<file path="src/rtl/pe_mac_ctrl.sv">
// pe_mac_ctrl -- per-PE MAC sequencer.
//
// Walks the filter and ifmap scratchpads for one dot product of N taps
// (N = cfg_len + 1). Each tap's operands go to an external gated
// multiplier. The products are accumulated onto an initial partial sum,
// and the result is returned on a valid/ready port.
//
// Ports:
//   clk, rst      clock and synchronous active-high reset
//   start         begin a job (sampled only in IDLE)
//   cfg_len       taps minus one, latched on start
//   psum_in       initial accumulator value, latched on start
//   busy          high from the cycle after start until the output handshake
//   filter_addr   filter spad read address (1-cycle synchronous read)
//   ifmap_addr    ifmap spad read address (1-cycle synchronous read)
//   filter_data   filter spad read data
//   ifmap_data    ifmap spad read data
//   mul_gate      multiplier gate: 1 = forced-zero product, 0 = multiply
//   mul_result    multiplier product (combinational from operands)
//   psum_out      finished partial sum (registered)
//   psum_valid    psum_out valid
//   psum_ready    consumer accepts psum_out
//   skip_cnt      number of gated taps in the current or last job
module pe_mac_ctrl #(
  parameter int FILTER_SIZE = 8,
  parameter int IFMAP_SIZE  = 8,
  parameter int PSUM_SIZE   = 32,
  parameter int ADDR_W      = 4
) (
  input  logic                        clk,
  input  logic                        rst,
  input  logic                        start,
  input  logic [ADDR_W-1:0]           cfg_len,
  input  logic signed [PSUM_SIZE-1:0] psum_in,
  output logic                        busy,
  output logic [ADDR_W-1:0]           filter_addr,
  output logic [ADDR_W-1:0]           ifmap_addr,
  input  logic [FILTER_SIZE-1:0]      filter_data,
  input  logic [IFMAP_SIZE-1:0]       ifmap_data,
  output logic                        mul_gate,
  input  logic signed [PSUM_SIZE-1:0] mul_result,
  output logic signed [PSUM_SIZE-1:0] psum_out,
  output logic                        psum_valid,
  input  logic                        psum_ready,
  output logic [ADDR_W:0]             skip_cnt
);

  typedef enum logic [1:0] {
    IDLE  = 2'd0,
    RUN   = 2'd1,
    DRAIN = 2'd2,
    OUT   = 2'd3
  } state_t;

  state_t                      state;
  logic [ADDR_W-1:0]           len;
  logic [ADDR_W-1:0]           idx;
  logic                        rd_vld;
  logic signed [PSUM_SIZE-1:0] acc;
  logic signed [PSUM_SIZE-1:0] acc_next;
  logic                        zero_op;

  // A tap is skipped when either operand is zero. The gated multiplier then
  // returns 0, so the accumulated result matches the full computation.
  assign zero_op  = (filter_data == '0) || (ifmap_data == '0);
  assign mul_gate = !rd_vld || zero_op;

  // Accumulation wraps modulo 2^PSUM_SIZE.
  assign acc_next = acc + (rd_vld ? mul_result : '0);

  // idx is the registered read address. It is zeroed on leaving RUN, so
  // the address rests at 0 outside RUN.
  assign filter_addr = idx;
  assign ifmap_addr  = idx;

  // NOTE: all state is updated with non-blocking assignments. Every
  // register then sees pre-edge values, whatever the statement order.
  always_ff @(posedge clk) begin
    if (rst) begin
      state      <= IDLE;
      len        <= '0;
      idx        <= '0;
      rd_vld     <= 1'b0;
      acc        <= '0;
      busy       <= 1'b0;
      psum_out   <= '0;
      psum_valid <= 1'b0;
      skip_cnt   <= '0;
    end else begin
      // Spad data is live the cycle after an address is issued in RUN.
      rd_vld <= (state == RUN);

      if (rd_vld) begin
        acc <= acc_next;
        if (zero_op) skip_cnt <= skip_cnt + 1'b1;
      end

      case (state)
        IDLE: begin
          if (start) begin
            len      <= cfg_len;
            acc      <= psum_in;
            idx      <= '0;
            skip_cnt <= '0;
            busy     <= 1'b1;
            state    <= RUN;
          end
        end
        RUN: begin
          // Stop at len, so cfg_len all ones never wraps idx.
          if (idx == len) begin
            idx   <= '0;
            state <= DRAIN;
          end else begin
            idx <= idx + 1'b1;
          end
        end
        DRAIN: begin
          // The last tap's data is live now. Capture the sum including it.
          psum_out   <= acc_next;
          psum_valid <= 1'b1;
          state      <= OUT;
        end
        OUT: begin
          if (psum_ready) begin
            psum_valid <= 1'b0;
            busy       <= 1'b0;
            state      <= IDLE;
          end
        end
        default: state <= IDLE;
      endcase
    end
  end

endmodule

</file>
<file path="config.mk">
export PLATFORM = sky130hd
export DESIGN_NAME = pe_mac_ctrl
export DESIGN_NICKNAME = d
export VERILOG_FILES = /design/src/rtl/pe_mac_ctrl.sv
export SDC_FILE = /design/constraint.sdc
export NUM_CORES = 1
export LEC_CHECK = 0
export CORE_ASPECT_RATIO = 0.7
export CORE_UTILIZATION = 40
export CTS_BUF_LIST = sky130_fd_sc_hd__clkbuf_4
export DETAILED_ROUTE_END_ITERATION = 12
export PLACE_DENSITY_LB_ADDON = 0.25
export REMOVE_ABC_BUFFERS = 1
export SLEW_MARGIN = 15
export SYNTH_ARGS = -nofsm -noshare
export SYNTH_HDL_FRONTEND = slang
export SYNTH_SLANG_ARGS = --single-unit
</file>
<file path="constraint.sdc">
create_clock -name clk -period 9.8 [get_ports clk]
set_input_delay 1.96 -clock clk [delete_from_list [all_inputs] [get_ports clk]]
set_output_delay 1.96 -clock clk [all_outputs]
set_load 0.02 [all_outputs]
</file>
; ---- Yosys cells after proc, flatten, opt, wreduce, memory -nomap -nowiden
; Cells that the tools add are included.
; W data, S select, Z words.
[totals]
register_bits = 82
in_bits = 88
output_inout_bits = 48
wordCells = 52
[op_classes]
addsub = 3
eq_ne = 7
muxes = 19
n_reduce_logical = 14
[op_table]
columns = op, n
row1 = $mux W32, 4
row2 = $add A32 B32 Y32, 1
row3 = $mux W5, 4
row4 = $logic_not A8 Y1, 2
row5 = $mux W4, 2
row6 = $pmux W2 S4, 1
row7 = $pmux W4 S2, 1
row8 = $mux W2, 3
row9 = $reduce_and A2 Y1, 3
row10 = $reduce_and A3 Y1, 2
row11 = $reduce_bool A2 Y1, 3
row12 = $add A5 B1 Y5 const B, 1
row13 = $add A4 B1 Y4 const B, 1
row14 = $eq A2 B2 Y1 const B, 2
row15 = $eq A4 B4 Y1, 1
row16 = $ne A2 B2 Y1 const B, 2
row17 = $pmux W1 S2, 2
row18 = $eq A2 B1 Y1 const B, 1
row19 = $logic_not A2 Y1, 1
row20 = $logic_or A1 B1 Y1, 2
row21 = $mux W1, 2
row22 = $ne A2 B1 Y1 const B, 1
row23 = $logic_not A1 Y1, 1

; ---- Logic depth before layout (Yosys ltp)
; Gate-level depths: netlist of run 1.
[logic_depth]
ltp_word = 6
ltp_mapped = 14
mapped_depth_nobuf = 11

; ---- Worst setup path before layout of run 1
; No wires, ideal clock.
[synth_path]
path_kind = input to register
start = in mul_result[0]
end = reg psum_out[28]
setup_ns = 0.130
arrival_ns = 4.574
required_time_ns = 9.670
setup_slack_ns = 5.096
stages = 11
n_path_buf = 0
path_cell_list = and2_1 > ha_1 > fa_1 > a21o_1 > a221oi_2 > nor3_1 > or4_4 > a2111oi_4 > o31ai_2 > xnor2_1 > o22ai_1
[synth_via]
elab_chain_len = 2
[synth_rtl]
columns = element, line
row1 = from (decl), 41  ; input logic signed [PSUM_SIZE-1:0] mul_result,
row2 = $mux W32, 69  ; assign acc_next = acc + (rd_vld ? mul_result : '0);
row3 = $add A32 B32 Y32, 69
row4 = to (signal assigned), 120  ; psum_out <= acc_next;
row5 = to (decl), 42  ; output logic signed [PSUM_SIZE-1:0] psum_out,
; Every way passes these cells.
; A chain may end at the register's enable or synchronous reset.

; ---- Worst setup path in the final report of run 1
[layout_path]
start = in filter_data[5]
end = out mul_gate
[layout_via]
elab_chain_len = 3
[layout_rtl]
columns = element, line
row1 = from (decl), 38  ; input logic [FILTER_SIZE-1:0] filter_data,
row2 = $logic_not A8 Y1, 65  ; assign zero_op = (filter_data == '0) || (ifmap_data == '0);
row3 = $logic_or A1 B1 Y1, 65
row4 = $logic_or A1 B1 Y1, 66  ; assign mul_gate = !rd_vld || zero_op;
row5 = to (decl), 40  ; output logic mul_gate,
; Every way passes these cells.

==> impl_results.html, run 1 <==
<table>
<tr><th>Metric</th><th>Value</th></tr>
<tr><th colspan="2">Synthesis</th></tr>
<tr><td>Synth unique cells</td><td>63</td></tr>
<tr><td>Netlist Area Pre-Place</td><td>between 0.005 and 0.006 mm^2</td></tr>
<tr><td>Most frequently used cell type in the post-synthesis netlist</td><td>dfxtp_1</td></tr>
<tr><td>Async set-reset flop share out of synthesis</td><td>0%</td></tr>
<tr><td>Dominant synthesized flop cell</td><td>dfxtp_1</td></tr>
<tr><td>Average footprint of a synthesized cell</td><td>~8 um^2</td></tr>
<tr><td>Post-synthesis register bit count</td><td>82</td></tr>
<tr><td>Cell taking the most area after synthesis</td><td>dfxtp_1</td></tr>
<tr><td>Most frequent cells after synthesis</td><td>dfxtp_1 (82), nor2_1 (71), a21oi_1 (56)</td></tr>
<tr><td>Count of flip-flops with a built-in enable after synthesis</td><td>0</td></tr>
<tr><td>Leading cell types by total area after synthesis</td><td>dfxtp_1 (31%), ha_1 (8.6%), mux2i_1 (8.4%), a21oi_1 (5.2%), nor2_1 (5.0%)</td></tr>
<tr><td>Share of the synthesized area in the top cell type</td><td>30.52%</td></tr>
<tr><td>Ys Warns</td><td>0</td></tr>
<tr><td>Number of cells produced by synthesis</td><td>655</td></tr>
<tr><td>Register area share after synthesis</td><td>30.52%</td></tr>
<tr><th colspan="2">Outcome</th></tr>
<tr><td>Status</td><td>completed</td></tr>
<tr><th colspan="2">Timing</th></tr>
<tr><td>Max_slew headroom</td><td>30.77%</td></tr>
<tr><td>Count of final setup violators</td><td>0</td></tr>
<tr><td>Post-layout min period</td><td>about 5500 ps</td></tr>
<tr><td>Count of endpoints failing hold in the final timing report</td><td>0</td></tr>
<tr><td>Final Max Slew Viols</td><td>0</td></tr>
<tr><td>Highest achievable clock rate</td><td>183.3 MHz</td></tr>
<tr><td>Setup repair after global routing missed its margin</td><td>false</td></tr>
<tr><td>Post-route fraction of the period consumed by the critical path</td><td>55.68%</td></tr>
<tr><td>Worst Tran Pin Value</td><td>1025 ps</td></tr>
<tr><td>Post-Route Setup TNS</td><td>0 ps</td></tr>
<tr><td>Maximum clock skew at final layout</td><td>31.26 ps</td></tr>
<tr><th colspan="2">Floorplan</th></tr>
<tr><td>Number of rows created at floorplan</td><td>35</td></tr>
<tr><td>Die span in x</td><td>approximately 140 um</td></tr>
<tr><td>IO Count</td><td>136</td></tr>
<tr><td>CORE AREA</td><td>0.01314 mm^2</td></tr>
<tr><td>Die H</td><td>99.02 um</td></tr>
<tr><td>Die Area</td><td>roughly 0.014 mm^2</td></tr>
<tr><td>Initial standard-cell utilization of the core</td><td>40.94%</td></tr>
<tr><th colspan="2">Layout</th></tr>
<tr><td>Register area</td><td>0.001643 mm^2</td></tr>
<tr><td>Area added between synthesis and finish</td><td>28.89%</td></tr>
<tr><td>Fraction of layout instances using a drive strength above 1</td><td>4.993%</td></tr>
<tr><td>Final antenna diode count</td><td>0</td></tr>
<tr><td>Non-Filler Instances</td><td>927</td></tr>
<tr><td>Final net count</td><td>882</td></tr>
<tr><td>Combined area of the multi-input logic cells</td><td>0.003487 mm^2</td></tr>
<tr><td>Layout filler cell count</td><td>approximately 1.2k</td></tr>
<tr><th colspan="2">Drt</th></tr>
<tr><td>Iteration count of the initial detailed-routing pass</td><td>5</td></tr>
<tr><td>Total via count after detailed routing</td><td>5,108</td></tr>
<tr><td>Antenna Nets Post-Route</td><td>0</td></tr>
<tr><td>DRC violation count after routing</td><td>0</td></tr>
<tr><td>Avg Vias per Cell</td><td>5.510</td></tr>
<tr><td>Number of DRC violations after detailed-routing iteration 0</td><td>between 200 and 300</td></tr>
<tr><td>Average wire per standard cell</td><td>around 16 um</td></tr>
<tr><td>Final wirelength</td><td>approximately 14,000 um</td></tr>
<tr><th colspan="2">Run</th></tr>
<tr><td># Max-Cap Violations</td><td>0</td></tr>
<tr><th colspan="2">Global routing</th></tr>
<tr><td>Antenna violations before repair</td><td>0</td></tr>
<tr><td>Wire length of the first global-routing pass</td><td>23,830 um</td></tr>
<tr><td>Via count of the first global-routing pass</td><td>5,011</td></tr>
<tr><td>Maximum number of pins on one net before global-route repair</td><td>74</td></tr>
<tr><td>Residual overflow from global routing</td><td>0</td></tr>
<tr><td>Overall global routing resource usage</td><td>between 20% and 30%</td></tr>
<tr><th colspan="2">Setup path</th></tr>
<tr><td>Depth of the worst register-to-register path</td><td>12</td></tr>
<tr><td>Critical Path Start Type</td><td>input pin</td></tr>
<tr><td>R2R Path End</td><td>psum_out[24]$_SDFFE_PP0P_</td></tr>
<tr><td>Flop-to-flop setup slack</td><td>5930 ps</td></tr>
<tr><td>Worst reg2reg startpoint</td><td>rd_vld$_SDFF_PP0_</td></tr>
<tr><td>Arr. time, crit path</td><td>3500 ps</td></tr>
<tr><td>Required time of the critical path</td><td>7840 ps</td></tr>
<tr><td>Crit path max fanout</td><td>2</td></tr>
<tr><td>Crit path kind</td><td>input pin to output pin</td></tr>
<tr><td>Type of destination of the critical path</td><td>output pin</td></tr>
<tr><th colspan="2">Placed design</th></tr>
<tr><td>Final RePlAce weighted congestion</td><td>0.9208</td></tr>
<tr><td>Number of placed cells counting well taps</td><td>911</td></tr>
<tr><td>PortBufs</td><td>135</td></tr>
<tr><td>DP Wirelength</td><td>10,450 um</td></tr>
<tr><th colspan="2">CTS</th></tr>
<tr><td>Insertion delay to the later sink of the worst-skew pair</td><td>450 ps</td></tr>
<tr><td>Post-CTS Hold Fix Bufs</td><td>0</td></tr>
<tr><td>Longest Clk Path Bufs</td><td>2</td></tr>
<tr><td>Number of setup buffers added after CTS</td><td>0</td></tr>
<tr><td>CTS tree</td><td>built</td></tr>
<tr><td>Clock tree sinks</td><td>82</td></tr>
<tr><td>Cell chosen for the clock root</td><td>clkbuf_4</td></tr>
<tr><td>H-tree levels</td><td>3</td></tr>
<tr><td>Number of buffers added by the clock tree synthesis step</td><td>9</td></tr>
<tr><td>Count of cells resized by post-cts repair</td><td>0</td></tr>
<tr><td>Reg clk slew, reported paths</td><td>~130 ps</td></tr>
<tr><th colspan="2">Min path</th></tr>
<tr><td>HP Start</td><td>psum_out[26]$_SDFFE_PP0P_</td></tr>
<tr><td>Worst min-delay path class</td><td>flop to flop</td></tr>
<tr><td>Number of cells on the worst hold path</td><td>2</td></tr>
<tr><td>End point of the worst hold path</td><td>psum_out[26]$_SDFFE_PP0P_</td></tr>
<tr><th colspan="2">Power</th></tr>
<tr><td>Static leakage</td><td>2.707 nW</td></tr>
<tr><td>Worst ir drop on vdd</td><td>around 77 uV</td></tr>
<tr><td>PwrDens</td><td>188.5 mW/mm^2</td></tr>
</table>
[metal layers]
| metal | global-route usage, % | routed length [um] | vias up |
|---|---|---|---|
| met5 | 0 | 0 | - |
| met1 | 29.08 | 7209 | 2391 |
| met3 | 4.859 | 936 | 14 |
| met4 | 4.766 | 126 | 0 |
| met2 | 33.26 | 6189 | 152 |
| li1 | - | - | 2551 |
[worst max path at each step]
stage | startpoint | endpoint | cells after the start
finish | filter_data[5] | mul_gate | 5
global route | ifmap_data[5] | mul_gate | 5
CTS | filter_data[5] | mul_gate | 5
detailed placement | filter_data[5] | mul_gate | 5
global placement | ifmap_data[5] | mul_gate | 5
floorplan | mul_result[0] | psum_out[28]$_SDFFE_PP0P_ | 11
[cell usage in the layout, fill, tap and decap left out, types with 3 or more instances in the layout]
master           Yosys  layout
clkdlybuf4s50_1      0     134
dfxtp_1             82      81
nor2_1              71      71
a21oi_1             56      56
mux2i_1             45      45
nand2_1             39      38
o21ai_0             38      38
ha_1                37      36
and2_1              33      33
xor2_1              19      19
xnor2_1             19      19
a211oi_1            18      18
a21o_1              15      15
inv_1               14      14
nand3_1             14      14
a31oi_1             10      10
nand4_1              9       9
nand2b_1             9       9
clkbuf_4             0       9
o22ai_1              7       7
nor4_1               5       5
nor3_1               5       5
a311oi_1             4       4
and3_1               4       4
buf_4                4       4
o21bai_1             3       3
o21a_1               3       3
nor2b_1              3       3
or3_1                3       3
nor4b_1              3       3
[flip-flops by register name (all words and copies together), names as in the netlist]
register     cells
psum_valid       1
rd_vld           1
psum_out        32
filter_addr      4
busy             1
state            2
skip_cnt         5
acc             32
len              4
[critical path, stage by stage]
cell,delay (ps)
clkdlybuf4s50_1,400
nor4_1,310
nand2_1,110
nand3_1,90
clkdlybuf4s50_1,620
[cells by family (layout without fill, tap and decap cells)]
logic type      after synthesis  count (layout)  share of synthesized area (%)
compound gates              181             181                          21.91
fa+ha+maj                    38              38                          8.979
xor+xnor                     38              38                          6.188
flops                        82              82                          30.52
buf+inv                      63             169                          4.745
mux                          47              47                          8.793
simple gates                206             206                          18.86
[report_power, final]
| part | leakage [nW] | total, W | switching, W | internal [W] |
|---|---|---|---|---|
| sequential | 0.670 | 0.000440 | 0.0000399 | 0.000400 |
| clock | 0.0869 | 0.000235 | 0.000130 | 0.000105 |
| combinational | 1.95 | 0.000633 | 0.000361 | 0.000272 |
[stage by stage]
stage	worst slack, ps	util, %	cell area [um^2]	total power, W	hold WS [ps]
detailed placement	4320	51.50	6766	0.001077	466.1
finish	4344	52.77	6933	0.001307	480.5
global placement	4402	51.50	6766	0.001063	459.0
global route	4213	52.77	6933	0.001405	499.6
floorplan	5089	-	5176	0.0008806	441.8
CTS	4321	52.77	6933	0.001316	486.1
[area by class of cell]
class / count / area share [%]
clock buffers: 9 / 0.9746
repair buffers: 139 / 19.85
flip-flops and latches: 82 / 23.70
well taps: 166 / 2.996
multi-input cells: 510 / 50.30
inverters: 14 / 0.7580
clock inverters: 7 / 1.426
Note: power is estimated with default switching activity, not from simulation.
==> inputs of run 2 (changes only) <==
==> constraint.sdc (replaced) <==
create_clock -name clk -period 5.3 [get_ports clk]
set_input_delay 1.06 -clock clk [delete_from_list [all_inputs] [get_ports clk]]
set_output_delay 1.06 -clock clk [all_outputs]
set_load 0.02 [all_outputs]
==> impl_results.html, run 2 (synthesis gave the netlist of run 1 again) <==
<table>
<tr><th>Metric</th><th>Value</th></tr>
<tr><th colspan="2">Layout</th></tr>
<tr><td>Final net count</td><td>883 (was 882)</td></tr>
<tr><td>Largest registers</td><td>acc (32), psum_out (32), skip_cnt (5) (unchanged)</td></tr>
<tr><td>Commonest non-fill, non-tap cells in the layout</td><td>clkdlybuf4s50_1 (134), dfxtp_1 (81), nor2_1 (71), a21oi_1 (56), mux2i_1 (45) (unchanged)</td></tr>
<tr><td>Final Util</td><td>52.95% (was 52.77%)</td></tr>
<tr><td>Finished Cell Area</td><td>0.006957 mm^2 (was 0.006933 mm^2)</td></tr>
<tr><td>Final antenna diode count</td><td>0 (unchanged)</td></tr>
<tr><td>Leading cell type in the layout, fill and taps excluded</td><td>clkdlybuf4s50_1 (unchanged)</td></tr>
<tr><td>Fraction of layout instances using a drive strength above 1</td><td>4.987% (was 4.993%)</td></tr>
<tr><td>Area added between synthesis and finish</td><td>29.33% (was 28.89%)</td></tr>
<tr><th colspan="2">Floorplan</th></tr>
<tr><td>IO Count</td><td>136 (unchanged)</td></tr>
<tr><td>Number of rows created at floorplan</td><td>35 (unchanged)</td></tr>
<tr><td>Die H</td><td>99.02 um (unchanged)</td></tr>
<tr><td>Die Area</td><td>0.01392 mm^2 (unchanged)</td></tr>
<tr><td>CORE AREA</td><td>0.01314 mm^2 (unchanged)</td></tr>
<tr><td>Die span in x</td><td>140.6 um (unchanged)</td></tr>
<tr><td>Initial standard-cell utilization of the core</td><td>40.94% (unchanged)</td></tr>
<tr><th colspan="2">Drt</th></tr>
<tr><td>Avg Vias per Cell</td><td>5.404 (was 5.510)</td></tr>
<tr><td>Iteration count of the initial detailed-routing pass</td><td>5 (unchanged)</td></tr>
<tr><td>Final wirelength</td><td>14,490 um (was 14,460 um)</td></tr>
<tr><td>Antenna Nets Post-Route</td><td>0 (unchanged)</td></tr>
<tr><td>Number of DRC violations after detailed-routing iteration 0</td><td>274 (was 280)</td></tr>
<tr><td>Total via count after detailed routing</td><td>5,015 (was 5,108)</td></tr>
<tr><td>DRC violation count after routing</td><td>0 (unchanged)</td></tr>
<tr><td>Average wire per standard cell</td><td>15.62 um (was 15.60 um)</td></tr>
<tr><th colspan="2">Setup path</th></tr>
<tr><td>Crit path kind</td><td>input pin to flop (was input pin to output pin)</td></tr>
<tr><td>Critical Path Start Type</td><td>input pin (unchanged)</td></tr>
<tr><td>Arr. time, crit path</td><td>4380 ps (was 3500 ps)</td></tr>
<tr><td>Type of destination of the critical path</td><td>flop (was output pin)</td></tr>
<tr><td>Required time of the critical path</td><td>5610 ps (was 7840 ps)</td></tr>
<tr><td>Flop-to-flop setup slack</td><td>1740 ps (was 5930 ps)</td></tr>
<tr><td>Crit path max fanout</td><td>4 (was 2)</td></tr>
<tr><th colspan="2">Placed design</th></tr>
<tr><td>PortBufs</td><td>135 (unchanged)</td></tr>
<tr><td>DP Wirelength</td><td>10,660 um (was 10,450 um)</td></tr>
<tr><td>Post-place instance area</td><td>0.006774 mm^2 (was 0.006766 mm^2)</td></tr>
<tr><td>Final RePlAce weighted congestion</td><td>0.9139 (was 0.9208)</td></tr>
<tr><th colspan="2">CTS</th></tr>
<tr><td>Number of buffers added by the clock tree synthesis step</td><td>9 (unchanged)</td></tr>
<tr><td>Clock tree sinks</td><td>82 (unchanged)</td></tr>
<tr><td>Longest Clk Path Bufs</td><td>2 (unchanged)</td></tr>
<tr><td>Cell chosen for the clock root</td><td>clkbuf_4 (unchanged)</td></tr>
<tr><td>Post-CTS Hold Fix Bufs</td><td>0 (unchanged)</td></tr>
<tr><td>Count of cells resized by post-cts repair</td><td>0 (unchanged)</td></tr>
<tr><td>Insertion delay to the later sink of the worst-skew pair</td><td>450 ps (about the same)</td></tr>
<tr><td>H-tree levels</td><td>3 (unchanged)</td></tr>
<tr><td>Number of setup buffers added after CTS</td><td>0 (unchanged)</td></tr>
<tr><td>Reg clk slew, reported paths</td><td>130 ps (about the same)</td></tr>
<tr><td>CTS tree</td><td>built (unchanged)</td></tr>
<tr><th colspan="2">Timing</th></tr>
<tr><td>Post-Route Setup TNS</td><td>0 ps (unchanged)</td></tr>
<tr><td>Setup repair after global routing missed its margin</td><td>false (unchanged)</td></tr>
<tr><td>Max_slew headroom</td><td>32.11% (was 30.77%)</td></tr>
<tr><td>Count of final setup violators</td><td>0 (unchanged)</td></tr>
<tr><td>Maximum clock skew at final layout</td><td>17.62 ps (was 31.26 ps)</td></tr>
<tr><td>Post-layout min period</td><td>around 4000 ps</td></tr>
<tr><td>Worst Tran Pin Value</td><td>1005 ps (was 1025 ps)</td></tr>
<tr><td>Worst hold-check slack</td><td>488.1 ps (was 480.5 ps)</td></tr>
<tr><td>Post-route fraction of the period consumed by the critical path</td><td>around 77%</td></tr>
<tr><td>Highest achievable clock rate</td><td>245.7 MHz</td></tr>
<tr><td>Count of endpoints failing hold in the final timing report</td><td>0 (unchanged)</td></tr>
<tr><td>Final Max Slew Viols</td><td>0 (unchanged)</td></tr>
<tr><th colspan="2">Power</th></tr>
<tr><td>Internal power contribution</td><td>0.001479 W (was 0.0007764 W)</td></tr>
<tr><td>Worst ir drop on vdd</td><td>138.0 uV (was 76.79 uV)</td></tr>
<tr><td>PwrDens</td><td>352.9 mW/mm^2 (was 188.5 mW/mm^2)</td></tr>
<tr><td>Net switching component of the power</td><td>0.0009760 W (was 0.0005305 W)</td></tr>
<tr><td>Static leakage</td><td>2.719 nW (was 2.707 nW)</td></tr>
<tr><td>Switching Share</td><td>39.75% (was 40.59%)</td></tr>
<tr><td>Relative contribution of sequential cells to total power</td><td>33.5% (was 33.6%)</td></tr>
<tr><td>Clock power frac</td><td>18.9% (was 18.0%)</td></tr>
<tr><td>Comb power frac</td><td>47.6% (was 48.4%)</td></tr>
<tr><th colspan="2">Global routing</th></tr>
<tr><td>Antenna violations before repair</td><td>0 (unchanged)</td></tr>
<tr><td>Residual overflow from global routing</td><td>0 (unchanged)</td></tr>
<tr><td>Maximum number of pins on one net before global-route repair</td><td>64 (was 74)</td></tr>
<tr><td>Overall global routing resource usage</td><td>21.18% (was 21.05%)</td></tr>
<tr><td>Via count of the first global-routing pass</td><td>4,903 (was 5,011)</td></tr>
<tr><td>Wire length of the first global-routing pass</td><td>23,890 um (was 23,830 um)</td></tr>
<tr><th colspan="2">Run</th></tr>
<tr><td># Max-Cap Violations</td><td>0 (unchanged)</td></tr>
<tr><th colspan="2">Min path</th></tr>
<tr><td>Worst min-delay path class</td><td>flop to flop (unchanged)</td></tr>
<tr><th colspan="2">Outcome</th></tr>
<tr><td>Status</td><td>completed (unchanged)</td></tr>
</table>
run 2: final timing paths:
check | to | startpoint | cells after the start
max | psum_out[28]$_SDFFE_PP0P_ | mul_result[0] | 12
min | len[0]$_SDFFE_PP0P_ | len[0]$_SDFFE_PP0P_ | 2
max reg2reg | acc[31]$_SDFF_PP0_ | rd_vld$_SDFF_PP0_ | 12
min reg2reg | len[0]$_SDFFE_PP0P_ | len[0]$_SDFFE_PP0P_ | 2
run 2: power by group through the flow:
| stage | Sequential (W) | Clock (W) | Combinational (W) |
|---|---|---|---|
| CTS | 0.000822 | 0.000481 | 0.00117 |
| floorplan | 0.000883 | 0 | 0.000745 |
| detailed placement | 0.000836 | 0 | 0.00116 |
| global route | 0.000838 | 0.000505 | 0.00128 |
| finish | 0.000822 | 0.000465 | 0.00117 |
| global placement | 0.000830 | 0 | 0.00114 |
run 2: worst max-delay path, stage by stage:
cell	delay, ps
clkdlybuf4s50_1	390
and2_1	160
ha_1	220
fa_1	420
a21o_1	220
a221oi_2	400
nor3_1	110
or4_4	590
a2111oi_4	370
o31ai_2	110
xnor2_1	200
o22ai_1	110
run 2: cell type report:
class	count	area (um^2)
sequential	82	1643
timing repair buffer	140	1384
clock buffer	9	67.56
inverter	14	52.55
tap	166	207.7
fill	1212	6181
clock inverter	7	115.1
multi-input combinational	510	3487
run 2: per-layer routing:
metal	track usage [%]	part of all wire [%]
met5	0	0
met2	33.72	44
met1	29.06	50
met4	4.933	0.86
met3	4.810	5.7
run 2: per-stage QoR:
stage	power (W)	setup slack [ps]	std cells
finish	0.002455	1231	928
global route	0.002627	1095	928
CTS	0.002468	1266	928
detailed placement	0.001994	797.0	912
global placement	0.001968	842.8	912
floorplan	0.001628	1177	606
==> inputs of run 3 (changes only) <==
==> constraint.sdc (replaced) <==
create_clock -name clk -period 4.15 [get_ports clk]
set_input_delay 0.83 -clock clk [delete_from_list [all_inputs] [get_ports clk]]
set_output_delay 0.83 -clock clk [all_outputs]
set_load 0.02 [all_outputs]
==> impl_results.html, run 3 (synthesis gave the netlist of run 1 again) <==
<table>
<tr><th>Metric</th><th>Value</th></tr>
<tr><th colspan="2">Timing</th></tr>
<tr><td>Setup repair after global routing missed its margin</td><td>false (unchanged)</td></tr>
<tr><td>Final Max Slew Viols</td><td>0 (unchanged)</td></tr>
<tr><td>Post-route fraction of the period consumed by the critical path</td><td>88.49%</td></tr>
<tr><td>Post-layout min period</td><td>between 3000 and 4000 ps</td></tr>
<tr><td>Worst Tran Pin Value</td><td>1049 ps (was 1005 ps)</td></tr>
<tr><td>Max_slew headroom</td><td>29.14% (was 32.11%)</td></tr>
<tr><td>Highest achievable clock rate</td><td>roughly 270 MHz</td></tr>
<tr><td>Count of endpoints failing hold in the final timing report</td><td>0 (unchanged)</td></tr>
<tr><td>Post-Route Setup TNS</td><td>0 ps (unchanged)</td></tr>
<tr><td>Maximum clock skew at final layout</td><td>19.78 ps (was 17.62 ps)</td></tr>
<tr><td>Count of final setup violators</td><td>0 (unchanged)</td></tr>
<tr><td>Setup WS post-layout</td><td>477.7 ps (was 1231 ps)</td></tr>
<tr><th colspan="2">CTS</th></tr>
<tr><td>Reg clk slew, reported paths</td><td>130 ps (about the same)</td></tr>
<tr><td>Insertion delay to the later sink of the worst-skew pair</td><td>460 ps (was 450 ps)</td></tr>
<tr><td>Number of setup buffers added after CTS</td><td>0 (unchanged)</td></tr>
<tr><td>Count of cells resized by post-cts repair</td><td>0 (unchanged)</td></tr>
<tr><td>Longest Clk Path Bufs</td><td>2 (unchanged)</td></tr>
<tr><td>Number of buffers added by the clock tree synthesis step</td><td>9 (unchanged)</td></tr>
<tr><td>Cell chosen for the clock root</td><td>clkbuf_4 (unchanged)</td></tr>
<tr><td>CTS tree</td><td>built (unchanged)</td></tr>
<tr><td>Clock tree sinks</td><td>82 (unchanged)</td></tr>
<tr><td>Post-CTS Hold Fix Bufs</td><td>0 (unchanged)</td></tr>
<tr><td>H-tree levels</td><td>3 (unchanged)</td></tr>
<tr><th colspan="2">Floorplan</th></tr>
<tr><td>CORE AREA</td><td>0.01314 mm^2 (unchanged)</td></tr>
<tr><td>Die span in x</td><td>140.6 um (unchanged)</td></tr>
<tr><td>Number of rows created at floorplan</td><td>35 (unchanged)</td></tr>
<tr><td>Initial standard-cell utilization of the core</td><td>40.94% (unchanged)</td></tr>
<tr><td>IO Count</td><td>136 (unchanged)</td></tr>
<tr><td>Die H</td><td>99.02 um (unchanged)</td></tr>
<tr><td>Die Area</td><td>0.01392 mm^2 (unchanged)</td></tr>
<tr><th colspan="2">Setup path</th></tr>
<tr><td>Largest delay share family, worst path</td><td>compound AO/OA/AOI/OAI gates (unchanged)</td></tr>
<tr><td>Worst reg2reg startpoint</td><td>rd_vld$_SDFF_PP0_ (unchanged)</td></tr>
<tr><td>Depth of the worst register-to-register path</td><td>12 (unchanged)</td></tr>
<tr><td>Delay contributed by the slowest stage of the critical path</td><td>580 ps (was 590 ps)</td></tr>
<tr><td>Flop-to-flop setup slack</td><td>640 ps (was 1740 ps)</td></tr>
<tr><td>R2R Path End</td><td>acc[31]$_SDFF_PP0_ (unchanged)</td></tr>
<tr><td>Crit path kind</td><td>input pin to flop (unchanged)</td></tr>
<tr><td>Critical-path cell list</td><td>clkdlybuf4s50_1 -&gt; and2_1 -&gt; ha_1 -&gt; fa_1 -&gt; a21o_1 -&gt; a221oi_2 -&gt; nor3_1 -&gt; or4_4 -&gt; a2111oi_4 -&gt; o31ai_2 -&gt; xnor2_1 -&gt; o22ai_1 (unchanged)</td></tr>
<tr><td>Arr. time, crit path</td><td>3980 ps (was 4380 ps)</td></tr>
<tr><td>Buffering stage count on the worst path with inverters included</td><td>1 (unchanged)</td></tr>
<tr><td>Crit path max fanout</td><td>4 (unchanged)</td></tr>
<tr><td>Type of destination of the critical path</td><td>flop (unchanged)</td></tr>
<tr><td>CP max stage cell</td><td>or4_4 (unchanged)</td></tr>
<tr><td>Required time of the critical path</td><td>4460 ps (was 5610 ps)</td></tr>
<tr><td>Critical Path Start Type</td><td>input pin (unchanged)</td></tr>
<tr><th colspan="2">Layout</th></tr>
<tr><td>Final net count</td><td>889 (was 883)</td></tr>
<tr><td>Final Util</td><td>53.17% (was 52.95%)</td></tr>
<tr><td>Largest registers</td><td>acc (32), psum_out (32), skip_cnt (5) (unchanged)</td></tr>
<tr><td>Area added between synthesis and finish</td><td>29.87% (was 29.33%)</td></tr>
<tr><td>Fraction of layout instances using a drive strength above 1</td><td>5.859% (was 4.987%)</td></tr>
<tr><td>Leading cell type in the layout, fill and taps excluded</td><td>clkdlybuf4s50_1 (unchanged)</td></tr>
<tr><td>Commonest non-fill, non-tap cells in the layout</td><td>clkdlybuf4s50_1 (134), dfxtp_1 (81), nor2_1 (71), a21oi_1 (56), mux2i_1 (45) (unchanged)</td></tr>
<tr><td>Final antenna diode count</td><td>0 (unchanged)</td></tr>
<tr><th colspan="2">Global routing</th></tr>
<tr><td>Residual overflow from global routing</td><td>0 (unchanged)</td></tr>
<tr><td>Met2 Use GR</td><td>35.40% (was 33.72%)</td></tr>
<tr><td>Antenna violations before repair</td><td>0 (unchanged)</td></tr>
<tr><td>Global routing usage on met3</td><td>4.373% (was 4.810%)</td></tr>
<tr><td>Maximum number of pins on one net before global-route repair</td><td>64 (unchanged)</td></tr>
<tr><td>Overall global routing resource usage</td><td>21.68% (was 21.18%)</td></tr>
<tr><td>Via count of the first global-routing pass</td><td>5,034 (was 4,903)</td></tr>
<tr><td>Wire length of the first global-routing pass</td><td>24,360 um (was 23,890 um)</td></tr>
<tr><td>Met1 usage</td><td>29.52% (was 29.06%)</td></tr>
<tr><td>Most used routing layer in global routing</td><td>met2 (unchanged)</td></tr>
<tr><th colspan="2">Power</th></tr>
<tr><td>Static leakage</td><td>2.741 nW (was 2.719 nW)</td></tr>
<tr><td>Sum of internal, switching and leakage power</td><td>0.003132 W (was 0.002455 W)</td></tr>
<tr><td>Worst ir drop on vdd</td><td>195.0 uV (was 138.0 uV)</td></tr>
<tr><td>PwrDens</td><td>448.3 mW/mm^2 (was 352.9 mW/mm^2)</td></tr>
<tr><th colspan="2">Drt</th></tr>
<tr><td>Number of DRC violations after detailed-routing iteration 0</td><td>314 (was 274)</td></tr>
<tr><td>Average wire per standard cell</td><td>15.87 um (was 15.62 um)</td></tr>
<tr><td>Avg Vias per Cell</td><td>5.543 (was 5.404)</td></tr>
<tr><td>Iteration count of the initial detailed-routing pass</td><td>5 (unchanged)</td></tr>
<tr><td>Antenna Nets Post-Route</td><td>0 (unchanged)</td></tr>
<tr><td>DRC violation count after routing</td><td>0 (unchanged)</td></tr>
<tr><td>Final wirelength</td><td>14,820 um (was 14,490 um)</td></tr>
<tr><td>Total via count after detailed routing</td><td>5,177 (was 5,015)</td></tr>
<tr><th colspan="2">Min path</th></tr>
<tr><td>HP Start</td><td>psum_out[26]$_SDFFE_PP0P_ (was len[0]$_SDFFE_PP0P_)</td></tr>
<tr><td>Worst min-delay path class</td><td>flop to flop (unchanged)</td></tr>
<tr><td>Number of cells on the worst hold path</td><td>2 (unchanged)</td></tr>
<tr><td>End point of the worst hold path</td><td>psum_out[26]$_SDFFE_PP0P_ (was len[0]$_SDFFE_PP0P_)</td></tr>
<tr><th colspan="2">Placed design</th></tr>
<tr><td>Final RePlAce weighted congestion</td><td>0.8882 (was 0.9139)</td></tr>
<tr><td>DP Wirelength</td><td>10,910 um (was 10,660 um)</td></tr>
<tr><td>PortBufs</td><td>135 (unchanged)</td></tr>
<tr><td>Post-Place Worst Slack</td><td>11.29 ps (was 797.0 ps)</td></tr>
<tr><th colspan="2">Run</th></tr>
<tr><td># Max-Cap Violations</td><td>0 (unchanged)</td></tr>
<tr><th colspan="2">Outcome</th></tr>
<tr><td>Status</td><td>completed (unchanged)</td></tr>
</table>
## run 3: cell type report
type | count | area, um^2
fill | 1224 | 6152
multi-input combinational | 510 | 3487
sequential | 82 | 1643
timing repair buffer | 146 | 1429
tap | 166 | 207.7
clock inverter | 7 | 98.84
clock buffer | 9 | 67.56
inverter | 14 | 52.55
## run 3: worst max path at each step
stage / startpoint / to / slack (ps) / cells past startpoint
6_report: mul_result[0] / psum_out[28]$_SDFFE_PP0P_ / 480 / 12
3_3_place_gp: mul_result[0] / psum_out[28]$_SDFFE_PP0P_ / 30 / 12
2_1_floorplan: rd_vld$_SDFF_PP0_ / psum_out[28]$_SDFFE_PP0P_ / 30 / 10
3_5_place_dp: mul_result[0] / psum_out[28]$_SDFFE_PP0P_ / 10 / 12
5_1_grt: mul_result[0] / acc[26]$_SDFF_PP0_ / 300 / 13
4_1_cts: mul_result[0] / psum_out[28]$_SDFFE_PP0P_ / 490 / 12
## run 3: per-layer routing
| metal | routed length (um) | vias to the layer above |
|---|---|---|
| met5 | 0 | - |
| met4 | 119 | 0 |
| met3 | 775 | 14 |
| met2 | 6477 | 152 |
| met1 | 7445 | 2443 |
| li1 | - | 2568 |
## run 3: power breakdown
| group | switching, W | leakage (nW) | internal [W] |
|---|---|---|---|
| registers | 0.000108 | 0.670 | 0.000944 |
| logic | 0.000862 | 1.98 | 0.000653 |
| clock network | 0.000315 | 0.0873 | 0.000249 |
| total | 0.00128 | 2.74 | 0.00185 |
## run 3: tightest hold or removal path, cell delays in order, from the launching register on
cell and delay [ps]:
dfxtp_1 330, nand2b_1 60, a21oi_1 50
## run 3: through the flow
step	area [um^2]	cells	hold slack, ps
floorplan	5176	606	441.8
global placement	6819	918	459.4
detailed placement	6819	918	461.5
CTS	6985	934	481.1
global route	6985	934	496.4
finish	6985	934	477.4
